$ cat src/rtl/axi4s_overwrite_bytes.sv
// Overwrites the first OVR_BYTES bytes of each AXI4-Stream packet with a per-packet header.
// Optional nonzero-byte check in the header region: define AXI4S_OVERWRITE_BYTES_CHECK_EN.
module axi4s_overwrite_bytes #(
    parameter int DATA_WIDTH = 64,
    parameter int USER_WIDTH = 4,
    parameter int OVR_BYTES  = 6
) (
    input  logic                    clk,
    input  logic                    rst_n,
    input  logic [DATA_WIDTH-1:0]   i_tdata,
    input  logic [USER_WIDTH-1:0]   i_tuser,
    input  logic                    i_tlast,
    input  logic                    i_tvalid,
    output logic                    i_tready,
    input  logic [OVR_BYTES*8-1:0]  hdr_tdata,
    input  logic                    hdr_tvalid,
    output logic                    hdr_tready,
    output logic [DATA_WIDTH-1:0]   o_tdata,
    output logic [USER_WIDTH-1:0]   o_tuser,
    output logic                    o_tlast,
    output logic                    o_tvalid,
    input  logic                    o_tready
);
    localparam int BPW = DATA_WIDTH / 8;
    localparam int PW  = $clog2(OVR_BYTES + 1) + 1;

    typedef enum logic [1:0] {ST_FIRST, ST_HDR, ST_PASS} state_t;

    state_t                 state, state_nxt;
    logic [PW-1:0]          pos, pos_nxt;
    logic                   err_q;
    logic [OVR_BYTES*8-1:0] hdr_q, hdr_src;
    logic                   accept;
    logic                   in_err, short_err, chk_err, word_err;
    logic [USER_WIDTH-2:0]  in_bytes;
    int                     vbytes;
    logic [DATA_WIDTH-1:0]  ovr_data;

    // tuser carries the error flag in its MSB and the byte count below it
    assign in_err   = i_tuser[USER_WIDTH-1];
    assign in_bytes = i_tuser[USER_WIDTH-2:0];
    assign vbytes   = (in_bytes == '0) ? BPW : int'(in_bytes);

    assign i_tready   = rst_n & (!o_tvalid | o_tready) & ((state != ST_FIRST) | hdr_tvalid);
    assign accept     = i_tvalid & i_tready;
    assign hdr_tready = accept & (state == ST_FIRST);
    assign hdr_src    = (state == ST_FIRST) ? hdr_tdata : hdr_q;

    always_comb begin
        ovr_data = i_tdata;
        for (int j = 0; j < BPW; j++) begin
            if ((int'(pos) + j < OVR_BYTES) && (j < vbytes))
                ovr_data[8*j +: 8] = hdr_src[8*(int'(pos) + j) +: 8];
        end
    end

`ifdef AXI4S_OVERWRITE_BYTES_CHECK_EN
    always_comb begin
        chk_err = 1'b0;
        for (int j = 0; j < BPW; j++) begin
            if ((int'(pos) + j < OVR_BYTES) && (j < vbytes) && (i_tdata[8*j +: 8] != 8'h00))
                chk_err = 1'b1;
        end
    end
`else
    assign chk_err = 1'b0;
`endif

    // A packet ending before the header region is filled drops the remaining header bytes
    assign short_err = i_tlast & (int'(pos) + vbytes < OVR_BYTES);
    assign word_err  = in_err | err_q | short_err | chk_err;

    always_comb begin
        state_nxt = state;
        pos_nxt   = pos;
        if (accept) begin
            if (i_tlast)
                pos_nxt = '0;
            else if (int'(pos) + BPW >= OVR_BYTES)
                pos_nxt = PW'(OVR_BYTES);
            else
                pos_nxt = pos + PW'(BPW);

            case (state)
                ST_FIRST: begin
                    if (i_tlast)               state_nxt = ST_FIRST;
                    else if (BPW >= OVR_BYTES) state_nxt = ST_PASS;
                    else                       state_nxt = ST_HDR;
                end
                ST_HDR: begin
                    if (i_tlast)                             state_nxt = ST_FIRST;
                    else if (int'(pos) + BPW >= OVR_BYTES)   state_nxt = ST_PASS;
                end
                ST_PASS: begin
                    if (i_tlast) state_nxt = ST_FIRST;
                end
                default: state_nxt = ST_FIRST;
            endcase
        end
    end

    always_ff @(posedge clk or negedge rst_n) begin
        if (!rst_n) begin
            state <= ST_FIRST;
            pos   <= '0;
            err_q <= 1'b0;
            hdr_q <= '0;
        end else begin
            state <= state_nxt;
            pos   <= pos_nxt;
            if (hdr_tready)
                hdr_q <= hdr_tdata;
            if (accept)
                err_q <= i_tlast ? 1'b0 : word_err;
        end
    end

    always_ff @(posedge clk or negedge rst_n) begin
        if (!rst_n) begin
            o_tvalid <= 1'b0;
            o_tdata  <= '0;
            o_tuser  <= '0;
            o_tlast  <= 1'b0;
        end else if (accept) begin
            o_tvalid <= 1'b1;
            o_tdata  <= ovr_data;
            o_tuser  <= {word_err, in_bytes};
            o_tlast  <= i_tlast;
        end else if (o_tready) begin
            o_tvalid <= 1'b0;
        end
    end

endmodule

$ cat config.mk
export PLATFORM = sky130hd
export DESIGN_NAME = axi4s_overwrite_bytes
export DESIGN_NICKNAME = d
export VERILOG_FILES = /design/src/rtl/axi4s_overwrite_bytes.sv
export SDC_FILE = /design/constraint.sdc
export NUM_CORES = 1
export LEC_CHECK = 0
export CELL_PAD_IN_SITES_DETAIL_PLACEMENT = 1
export CELL_PAD_IN_SITES_GLOBAL_PLACEMENT = 1
export CORE_MARGIN = 1.5
export CORE_UTILIZATION = 52
export DETAILED_ROUTE_END_ITERATION = 8
export DONT_BUFFER_PORTS = 1
export PLACE_DENSITY = 0.87
export SLEW_MARGIN = 20
export SYNTH_ARGS = -nofsm -noshare
export SYNTH_HDL_FRONTEND = slang
export SYNTH_SLANG_ARGS = --single-unit
$ cat constraint.sdc
create_clock -name clk -period 4.5 [get_ports clk]
set_input_delay 1.125 -clock clk [delete_from_list [all_inputs] [get_ports clk]]
set_output_delay 1.125 -clock clk [all_outputs]
set_load 0.01 [all_outputs]
# After elaboration in Yosys (flattened, before gate mapping)
# Index checks and enable logic that the tools add are counted.
[word_totals]
wordCells = 91
inputBits = 122
register_bits = 125
out_inout_bits = 72
[op_classes]
eq_ne = 4
reduce_logical = 14
bitwise = 9
n_shift = 8
n_addsub = 10
magnitude_cmp = 18
mux = 20
[op_table]
columns = ["op", "count"]
rows = [
  ["$shiftx 48x9->8", 7],
  ["$lt 32x4->1 const B", 7],
  ["$mux 8", 8],
  ["$mux 48", 1],
  ["$shiftx 48x8->8", 1],
  ["$add 4x3->5 const B", 4],
  ["$lt 3x4->1 const A", 4],
  ["$mux 4", 3],
  ["$add 4x2->5 const B", 2],
  ["$logic_and 1x1->1", 8],
  ["$lt 1x4->1 const A", 2],
  ["$lt 2x4->1 const A", 2],
  ["$mux 2", 4],
  ["$pmux 2 s3", 1],
  ["$add 4x1->5 const B", 1],
  ["$add 4x4->5", 1],
  ["$add 4x4->5 const B", 1],
  ["$and 1x1->1", 5],
  ["$ge 5x3->1 const B", 1],
  ["$lt 5x3->1 const B", 1],
  ["$add 4x4->4 const B", 1],
  ["$lt 4x3->1 const B", 1],
  ["$or 1x1->1", 4],
  ["$reduce_bool 2->1", 2],
  ["9 further kinds", 11],
]

# Depth between registers and ports, before layout
# Gate-level depths: netlist (run 1).
[logic_depth]
word_depth = 7
ltp_mapped = 8
mapped_depth_nobuf = 6

# Worst setup path after synthesis (run 1)
# No wires, ideal clock.
[synth_path]
path_type = "input to output"
from = "in o_tready"
to = "out hdr_tready"
slack_ns = 1.291
t_arrival_ns = 2.084
path_stages = 6
n_path_buf = 3
path_cell_list = "nor2b_1 or3b_1 buf_2 nor2_4 buf_6 buf_6"
[synth_via]
elab_chain_len = 5
[synth_rtl]
columns = ["item", "line_no", "text"]
rows = [
  ["start: declaration", "22", "input logic o_tready"],
  ["$or 1x1->1", "44", "assign i_tready = rst_n & (!o_tvalid | o_tready) & ((state != ST_FIRST) | hdr_tvalid);"],
  ["$and 1x1->1 (2 in series)", "44", ""],
  ["$and 1x1->1", "45", "assign accept = i_tvalid & i_tready;"],
  ["$and 1x1->1", "46", "assign hdr_tready = accept & (state == ST_FIRST);"],
  ["end: declaration", "17", "output logic hdr_tready,"],
]
# No other way between the ends.

# Worst setup path after layout (run 1)
[layout_path]
from = "reg state[1]"
to = "out hdr_tready"
[layout_via]
elab_chain_len = 5
word_cells_on_any_way = 6
[layout_rtl]
columns = ["item", "line_no", "text"]
rows = [
  ["start: declaration", "29", "state_t state, state_nxt;"],
  ["start signal: assignment", "109", "state <= state_nxt;"],
  ["$reduce_bool 2->1", "44", ""],
  ["$or 1x1->1", "44", ""],
  ["$and 1x1->1", "44", ""],
  ["$and 1x1->1", "45", ""],
  ["$and 1x1->1 *", "46", ""],
]
# Mark *: on every way between the ends. The rest lies on a longest branch, timed or not.

==> results of run 1 <==
final timing paths:
| path | from | to | slack [ns] | depth (start not counted) |
|---|---|---|---|---|
| max | state[1] | hdr_tready | 1.26 | 3 |
| min | rst_n | o_tdata[48] | 0.31 | 0 |
| max reg2reg | state[1] | hdr_q[11] | 1.76 | 5 |
| min reg2reg | hdr_q[38] | hdr_q[38] | 0.49 | 1 |
| max in group asynchronous | rst_n | state[1] | 3.94 | 0 |
| min in group clk | hdr_q[38] | hdr_q[38] | 0.49 | 1 |
routing by layer:
metal	vias up	wire length [um]	global-route usage, %
met4	0	330	9.68
met3	32	1240	10.3
met2	149	7170	43.5
li1	1725	-	-
met1	1899	5280	28.3
met5	-	0	0
critical path, stage by stage (launching register included):
cell and delay (ns):
dfrtp_2 0.79, o21ai_2 0.18, or3b_4 0.45, nor2_4 0.18
area by class of cell:
type	count	area [um2]	area share [%]
clock buffer	23	477	7.52
inverter	2	7.51	0.118
sequential	121	3030	47.8
tap	140	175	2.76
multi-input combinational	343	2490	39.3
clock inverter	8	118	1.86
timing repair buffer	5	41.3	0.651
layout by cell type, fill, tap and decap left out, types with 2 or more instances in the layout:
cell       synthesis  layout
dfrtp_1          121     120
nand2_1           88      88
mux2_2            61      61
mux2i_1           58      58
o21ai_0           38      38
nor2_1            21      21
clkbuf_16          0      16
a21oi_1           12      12
mux2_1             9       9
a22o_1             8       8
nand3_1            8       8
o311ai_0           8       8
o21ai_1            6       6
clkbuf_8           0       5
ha_1               4       4
clkinv_2           0       4
buf_4              4       4
bufinv_16          0       3
inv_1              2       2
nor3_1             2       2
xnor2_1            2       2
a21oi_4            2       2
clkbuf_1          19       2
sequential cells by signal (all words and copies together) (netlist names):
| register | count |
|---|---|
| o_tuser | 4 |
| o_tlast | 1 |
| state | 1 |
| o_tvalid | 1 |
| o_tdata | 64 |
| err_q | 1 |
| hdr_q | 48 |
| pos | 1 |
power groups by stage:
stage / sequential (mW) / clock (mW) / combinational [mW]
floorplan: 1.81 / 0 / 0.762
global placement: 1.90 / 0 / 0.815
detailed placement: 1.93 / 0 / 0.892
CTS: 1.92 / 1.39 / 0.907
global route: 1.98 / 1.44 / 0.999
finish: 1.91 / 1.36 / 0.890
kinds of logic (layout without fill, tap and decap cells):
family,Yosys count,after routing,share of synthesized area (%)
simple gates,127,127,9.16
fa+ha+maj,5,5,1.23
flops,121,121,53.2
compound gates,80,80,8.81
xor+xnor,2,2,0.308
buf+inv,38,38,3.23
mux,128,128,24.0
other cells,1,1,0.0658
==> impl_metrics.tcl, run 1 <==
set metrics [dict create \
    outcome "finished clean" \
    fmax_mhz 309 \
    crit_type "flip-flop to primary output" \
    grt_max_degree 123 \
    power_leakage_nw 2.82 \
    core_area_um2 10700 \
    clkPwrFrac_pct 32.7 \
    drive_above_1_share_pct 20.3 \
    fin_area_um2 6340 \
    yosysMostFrequentCell "dfrtp_1" \
    synthToLayoutAreaGrowth_pct 11.3 \
    p_per_area_nw_per_um2 658 \
    power_mw 4.17 \
    yosys-top-cells-area "dfrtp_1 (53%), mux2_2 (12%), mux2i_1 (10%)" \
    antenna_found_initial 0 \
    worstSetupEndpointType "primary output" \
    timing.final.ws_setup_ns 1.26 \
    rows 38 \
    postRouteAntennaNets 0 \
    setup_viol 0 \
    clk_latency_ns 0.51 \
    worstPathArrival_ns 2.11 \
    worstPathMaxFanout 24 \
    cts-hold-fix-buffers 0 \
    rsz0062_at_grt "no" \
    die_y_um 108 \
    place_area_um2 5740 \
    maxCapViolCount 0 \
    internal_power_mw 2.87 \
    fin_cells 642 \
    grt_pass1_wl_um 22300 \
    synth_top_area_share_pct 53.2 \
    syn-cell-area_um2 5700 \
    p_comb_share_pct 21.3 \
    fin_crit_sh_pct 72.0 \
    hold_slack_ns 0.305 \
    synth_edf_count 0 \
    synth.yosys.warnings 4 \
    cts_buffers 17 \
    postCtsSetupBuffers 0 \
    syn_inst 502 \
    cts.clk_slew.worst_paths_ns 0.06 \
    synth_seq_cells 121 \
    hold_violations 0 \
    numPlacedInstances 611 \
    final_nets 617 \
    dp_hpwl_um 9350 \
    vdd_drop_max_v 0.000257 \
    post-route-util_pct 59.0 \
    drt-initial-drc-count 195 \
    diodes 0 \
    syn_nets 629 \
    min_path_type "primary input to async pin" \
    ys.flop_type "dfrtp_1" \
    drt_pass1_iterations 6 \
    clock_skew_ns 0.00623 \
    place.gp.congestion 0.779 \
    synth.distinct_cells 38 \
    wl_per_cell_um 21.8 \
    grt_usage_pct 25.4 \
    dp_slack_ns 1.45 \
    drc 0 \
    fin_tns_setup_ns 0 \
    seq_power_share_pct 45.9 \
    swShare_pct 31.2 \
    synth.avg_cell_area_um2 11.3 \
    cts_tree "built" \
    crit_required_ns 3.38 \
    port-buffer-count 0 \
    relSlewSlack_pct 28.5 \
    critPathLaunchType "flip-flop" \
    start_util_pct 53.0 \
    cts_resized 0 \
    pin_count 194 \
    routed_wl_um 14000 \
    drv_slew 0 \
    clock_sinks 121 \
    dieArea_um2 11600 \
    grt_pass1_vias 4323 \
    grt_overflow_total 0 \
    synth_commonest_cells "dfrtp_1 (121), nand2_1 (88), mux2_2 (61)" \
    yosysSeqAreaShare_pct 53.2 \
    yosys.area.top_type "dfrtp_1" \
    drt-vias-per-instance 5.93 \
    power.switching_mw 1.30 \
    die_width_um 108 \
    nFillCells 1105 \
    cts_buffer_depth 2 \
    dr_total_vias 3805 \
    worst_pin_slew_ns 1.07 \
    synthArstFlopShare_pct 100 \
    htreeDepth 4 \
    ctsRootBufferMaster "clkbuf_8" \
    period_needed_ns 3.24 \
]
(Power assumes the default switching activity.)
==> run 2, diff against run 1 <==
--- a/config.mk
+++ b/config.mk
@@ -8,10 +8,10 @@
 export CELL_PAD_IN_SITES_DETAIL_PLACEMENT = 1
 export CELL_PAD_IN_SITES_GLOBAL_PLACEMENT = 1
 export CORE_MARGIN = 1.5
-export CORE_UTILIZATION = 52
+export CORE_UTILIZATION = 48
 export DETAILED_ROUTE_END_ITERATION = 8
 export DONT_BUFFER_PORTS = 1
-export PLACE_DENSITY = 0.87
+export PLACE_DENSITY = 0.82
 export SLEW_MARGIN = 20
 export SYNTH_ARGS = -nofsm -noshare
 export SYNTH_HDL_FRONTEND = slang
==> constraint.sdc (replaced) <==
create_clock -name clk -period 3.12 [get_ports clk]
set_input_delay 0.78 -clock clk [delete_from_list [all_inputs] [get_ports clk]]
set_output_delay 0.78 -clock clk [all_outputs]
set_load 0.01 [all_outputs]
==> impl_metrics.tcl, run 2 (synthesis results as in run 1) <==
set metrics [dict create \
    outcome "finished with violations" \
    violations "DRC" \
    grt_pass1_vias 4210 \
    final_nets 619 \
    final_common_cell "dfrtp_1" \
    setup_viol 0 \
    mostFrequentLayoutCells "dfrtp_1 (120), nand2_1 (88), mux2_2 (61)" \
    grt_max_degree 124 \
    power.switching_mw 1.83 \
    postCtsSetupBuffers 0 \
    maxCapViolCount 0 \
    hold_violations 0 \
    crit_type "flip-flop to primary output" \
    dp_slack_ns 0.566 \
    drt_pass1_iterations 6 \
    rr_startpoint "o_tvalid" \
    ctsRootBufferMaster "clkbuf_16" \
    multi_input_area_um2 2490 \
    p_comb_share_pct 21.6 \
    drt-vias-per-instance 5.69 \
    grt_overflow_total 0 \
    numPlacedInstances 616 \
    cts_tree "built" \
    fin_area_um2 6370 \
    fin_tns_setup_ns 0 \
    min_path_type "primary input to async pin" \
    port-buffer-count 0 \
    drc 18 \
    routed_wl_um 13500 \
    timing.rr.end "hdr_q[14]" \
    pin_count 194 \
    htreeDepth 4 \
    antenna_found_initial 0 \
    rsz0062_at_grt "no" \
    dr_total_vias 3685 \
    cts-hold-fix-buffers 0 \
    crit_required_ns 2.34 \
    reg_top3 "o_tdata x64, hdr_q x48, o_tuser x4" \
    worstPathArrival_ns 1.66 \
    largest-register "o_tdata" \
    reg2regPathDepth 5 \
    timing.final.ws_setup_ns 0.682 \
    core_area_um2 11500 \
    diodes 0 \
    dieArea_um2 12500 \
    internal_power_mw 4.17 \
    grt_pass1_wl_um 21900 \
    clkPwrFrac_pct 32.9 \
    grt_usage_pct 22.6 \
    place.gp.congestion 0.765 \
    place_area_um2 5770 \
    worstPathMaxFanout 4 \
    worstSetupEndpointType "primary output" \
    power_leakage_nw 2.83 \
    wl_per_cell_um 20.8 \
    relSlewSlack_pct 47.1 \
    vdd_drop_max_v 0.000377 \
    p_per_area_nw_per_um2 943 \
    clk_latency_ns 0.41 \
    postRouteAntennaNets 0 \
    cts_buffers 17 \
    die_y_um 112 \
    start_util_pct 49.5 \
    final-seq-area_um2 3030 \
    r2r_slack_ns 0.84 \
    nFillCells 1188 \
    dp_hpwl_um 9040 \
    fin_crit_sh_pct 78.2 \
    clock_sinks 121 \
    drt-initial-drc-count 170 \
    clock_skew_ns 0.00806 \
    cts_resized 0 \
    cts_buffer_depth 2 \
    period_needed_ns 2.44 \
    worst_pin_slew_ns 0.794 \
    synthToLayoutAreaGrowth_pct 11.9 \
    fmax_mhz 410 \
    die_width_um 112 \
    fin_cells 648 \
    largest_register_ffs 64 \
    drive_above_1_share_pct 20.2 \
    drv_slew 0 \
    hold_slack_ns 0.0724 \
    rows 39 \
    seq_power_share_pct 45.5 \
    swShare_pct 30.5 \
    critPathLaunchType "flip-flop" \
    cts.clk_slew.worst_paths_ns 0.05 \
]
==> run 2: changes by cell type in the layout (fill, tap and decap cells not counted), sizes merged <==
cell      before  now
clkbuf        23   25
clkinvlp       1    2
clkinv         4    2
buf            5    7
==> run 2: power by group through the flow <==
stage | clock [mW] | sequential [mW] | combinational, mW
final | 1.98 | 2.73 | 1.30
after global routing | 2.08 | 2.81 | 1.47
after CTS | 2.02 | 2.74 | 1.32
after detailed placement | 0 | 2.75 | 1.31
after global placement | 0 | 2.71 | 1.23
after floorplan | 0 | 2.62 | 1.10
==> run 2: area by class of cell <==
| class | instances | share of cell area, % |
|---|---|---|
| multi-input combinational | 343 | 39.1 |
| timing repair buffer | 7 | 1.02 |
| inverter | 2 | 0.118 |
| sequential | 121 | 47.5 |
| clock buffer | 25 | 7.62 |
| tap | 143 | 2.81 |
| clock inverter | 7 | 1.81 |
==> run 2: how the worst max path moves through the flow <==
stage / startpoint / slack [ns] / to
floorplan: o_tready / 0.60 / hdr_tready
global placement: o_tready / 0.61 / hdr_q[18]
detailed placement: o_tready / 0.57 / hdr_q[14]
CTS: o_tvalid / 0.66 / hdr_tready
global route: o_tvalid / 0.62 / hdr_tready
finish: o_tvalid / 0.68 / hdr_tready
==> run 2: worst max-delay path, stage by stage, from the launching register on <==
cell and delay [ns]:
dfrtp_1 0.41, nor2b_1 0.19, or3b_4 0.44, nor2_4 0.21
==> run 2: metal layers <==
layer | global-route usage, % | vias to the layer above | share of wire [%]
li1 | - | 1737 | -
met3 | 7.57 | 18 | 8.9
met1 | 25.3 | 1797 | 38
met4 | 8.95 | 0 | 1.7
met2 | 39.9 | 133 | 51
met5 | 0 | - | 0
==> run 2: through the flow <==
| step | power [mW] | util [%] |
|---|---|---|
| finish | 6.01 | 55.3 |
| global route | 6.36 | 55.3 |
| CTS | 6.09 | 55.3 |
| detailed placement | 4.06 | 50.1 |
| global placement | 3.94 | 50.1 |
| floorplan | 3.72 | - |
==> run 3, diff against run 2 <==
==> constraint.sdc (replaced) <==
create_clock -name clk -period 2.55 [get_ports clk]
set_input_delay 0.6375 -clock clk [delete_from_list [all_inputs] [get_ports clk]]
set_output_delay 0.6375 -clock clk [all_outputs]
set_load 0.01 [all_outputs]
==> impl_metrics.tcl, run 3 (synthesis results as in run 1) <==
set metrics [dict create \
    outcome "finished with violations" \
    violations "DRC, hold timing" \
    synthToLayoutAreaGrowth_pct 11.0 \
    maxCapViolCount 0 \
    hold_slack_ns -0.0750 \
    dr_total_vias 3755 \
    p_comb_share_pct 23.0 \
    fin_tns_setup_ns 0 \
    swShare_pct 31.6 \
    drt-vias-per-instance 5.79 \
    crit_type "flip-flop to primary output" \
    cts_buffers 17 \
    dieArea_um2 12500 \
    pin_count 194 \
    worstPathArrival_ns 1.79 \
    rr_startpoint "o_tvalid" \
    largest_register_ffs 64 \
    crit_required_ns 1.91 \
    htreeDepth 4 \
    cts_resized 0 \
    clock_skew_ns 0.00734 \
    worst_pin_slew_ns 0.693 \
    p_per_area_nw_per_um2 1110 \
    rows 39 \
    hold_violations 121 \
    cts.clk_slew.worst_paths_ns 0.05 \
    clk_latency_ns 0.41 \
    grt_overflow_total 0 \
    fin_crit_sh_pct 95.4 \
    period_needed_ns 2.43 \
    min_path_type "primary input to async pin" \
    startpoint "o_tvalid" \
    power_leakage_nw 2.81 \
    clkPwrFrac_pct 29.4 \
    clock_sinks 121 \
    postCtsSetupBuffers 0 \
    drt-initial-drc-count 181 \
    largest-register "o_tdata" \
    path_buf_inv 1 \
    drc 17 \
    die_width_um 112 \
    relSlewSlack_pct 53.8 \
    routed_wl_um 13700 \
    seq_power_share_pct 47.6 \
    rsz0062_at_grt "no" \
    die_y_um 112 \
    internal_power_mw 4.80 \
    wl_per_cell_um 21.1 \
    drt_pass1_iterations 6 \
    drive_above_1_share_pct 20.4 \
    power.switching_mw 2.22 \
    dp_hpwl_um 9730 \
    worstSetupEndpointType "primary output" \
    reg2regPathDepth 6 \
    place.gp.congestion 0.774 \
    cp_top_family "simple AND/OR/NAND/NOR gates" \
    worstPathMaxFanout 30 \
    cts_buffer_depth 2 \
    reg_top3 "o_tdata x64, hdr_q x48, o_tuser x4" \
    grt_max_degree 123 \
    critical_path_depth 4 \
    antenna_found_initial 0 \
    setup_viol 0 \
    grt_pass1_wl_um 22300 \
    port-buffer-count 0 \
    postRouteAntennaNets 0 \
    diodes 0 \
    grt_usage_pct 23.0 \
    critPathLaunchType "flip-flop" \
    vdd_drop_max_v 0.000438 \
    mostFrequentLayoutCells "dfrtp_1 (120), nand2_1 (88), mux2_2 (61)" \
    path_cells "nor2b_1, or3b_4, nor2_4, buf_12" \
    final_common_cell "dfrtp_1" \
    ctsRootBufferMaster "clkbuf_16" \
    final_nets 623 \
    core_area_um2 11500 \
    cts_tree "built" \
    grt_pass1_vias 4269 \
    cpPeakStageDelay_ns 0.45 \
    cpMaxStageDelayCell "or3b_4" \
    drv_slew 0 \
    fmax_mhz 411 \
    start_util_pct 49.5 \
]
-- run 3: path summary, 6_finish.rpt --
| kind | end | slack (ns) |
|---|---|---|
| worst max-delay path | hdr_tready | 0.12 |
| worst min-delay path | o_tdata[22] | -0.08 |
| worst max register to register | hdr_q[23] | 0.47 |
| worst min register to register | hdr_q[40] | 0.48 |
| max in group asynchronous | o_tdata[17] | 2.41 |
| min in group clk | err_q | 0.32 |
-- run 3: through the flow --
step	instances	util (%)	worst slack, ns	cell area (um2)	total power, mW
after floorplan	502	-	0.316	5700	4.55
after CTS	649	54.9	0.0892	6320	7.11
after global placement	620	50.5	0.406	5810	4.84
after detailed placement	620	50.5	0.355	5810	5.01
after global routing	649	54.9	0.0420	6320	7.46
final	649	54.9	0.118	6320	7.02
-- run 3: final cells by class --
type,instances,area [um2]
multi-input cells,343,2490
inverters,2,7.51
clock buffers,25,485
clock inverters,4,20.0
fillers,1199,5200
well taps,143,179
repair buffers,11,108
flip-flops and latches,121,3030
-- run 3: routing by layer --
| metal | global-route usage (%) | part of all wire (%) | vias to the layer above |
|---|---|---|---|
| met5 | 0 | 0 | - |
| met2 | 40.9 | 52 | 134 |
| met3 | 9.20 | 9.4 | 16 |
| li1 | - | - | 1741 |
| met1 | 24.9 | 37 | 1864 |
| met4 | 8.35 | 1.7 | 0 |
-- run 3: power by group through the flow --
| stage | Sequential [mW] | Combinational, mW | Clock (mW) |
|---|---|---|---|
| after global placement | 3.32 | 1.52 | 0 |
| after global routing | 3.43 | 1.83 | 2.19 |
| after CTS | 3.35 | 1.65 | 2.10 |
| after detailed placement | 3.36 | 1.64 | 0 |
| final | 3.34 | 1.61 | 2.06 |
| after floorplan | 3.20 | 1.35 | 0 |
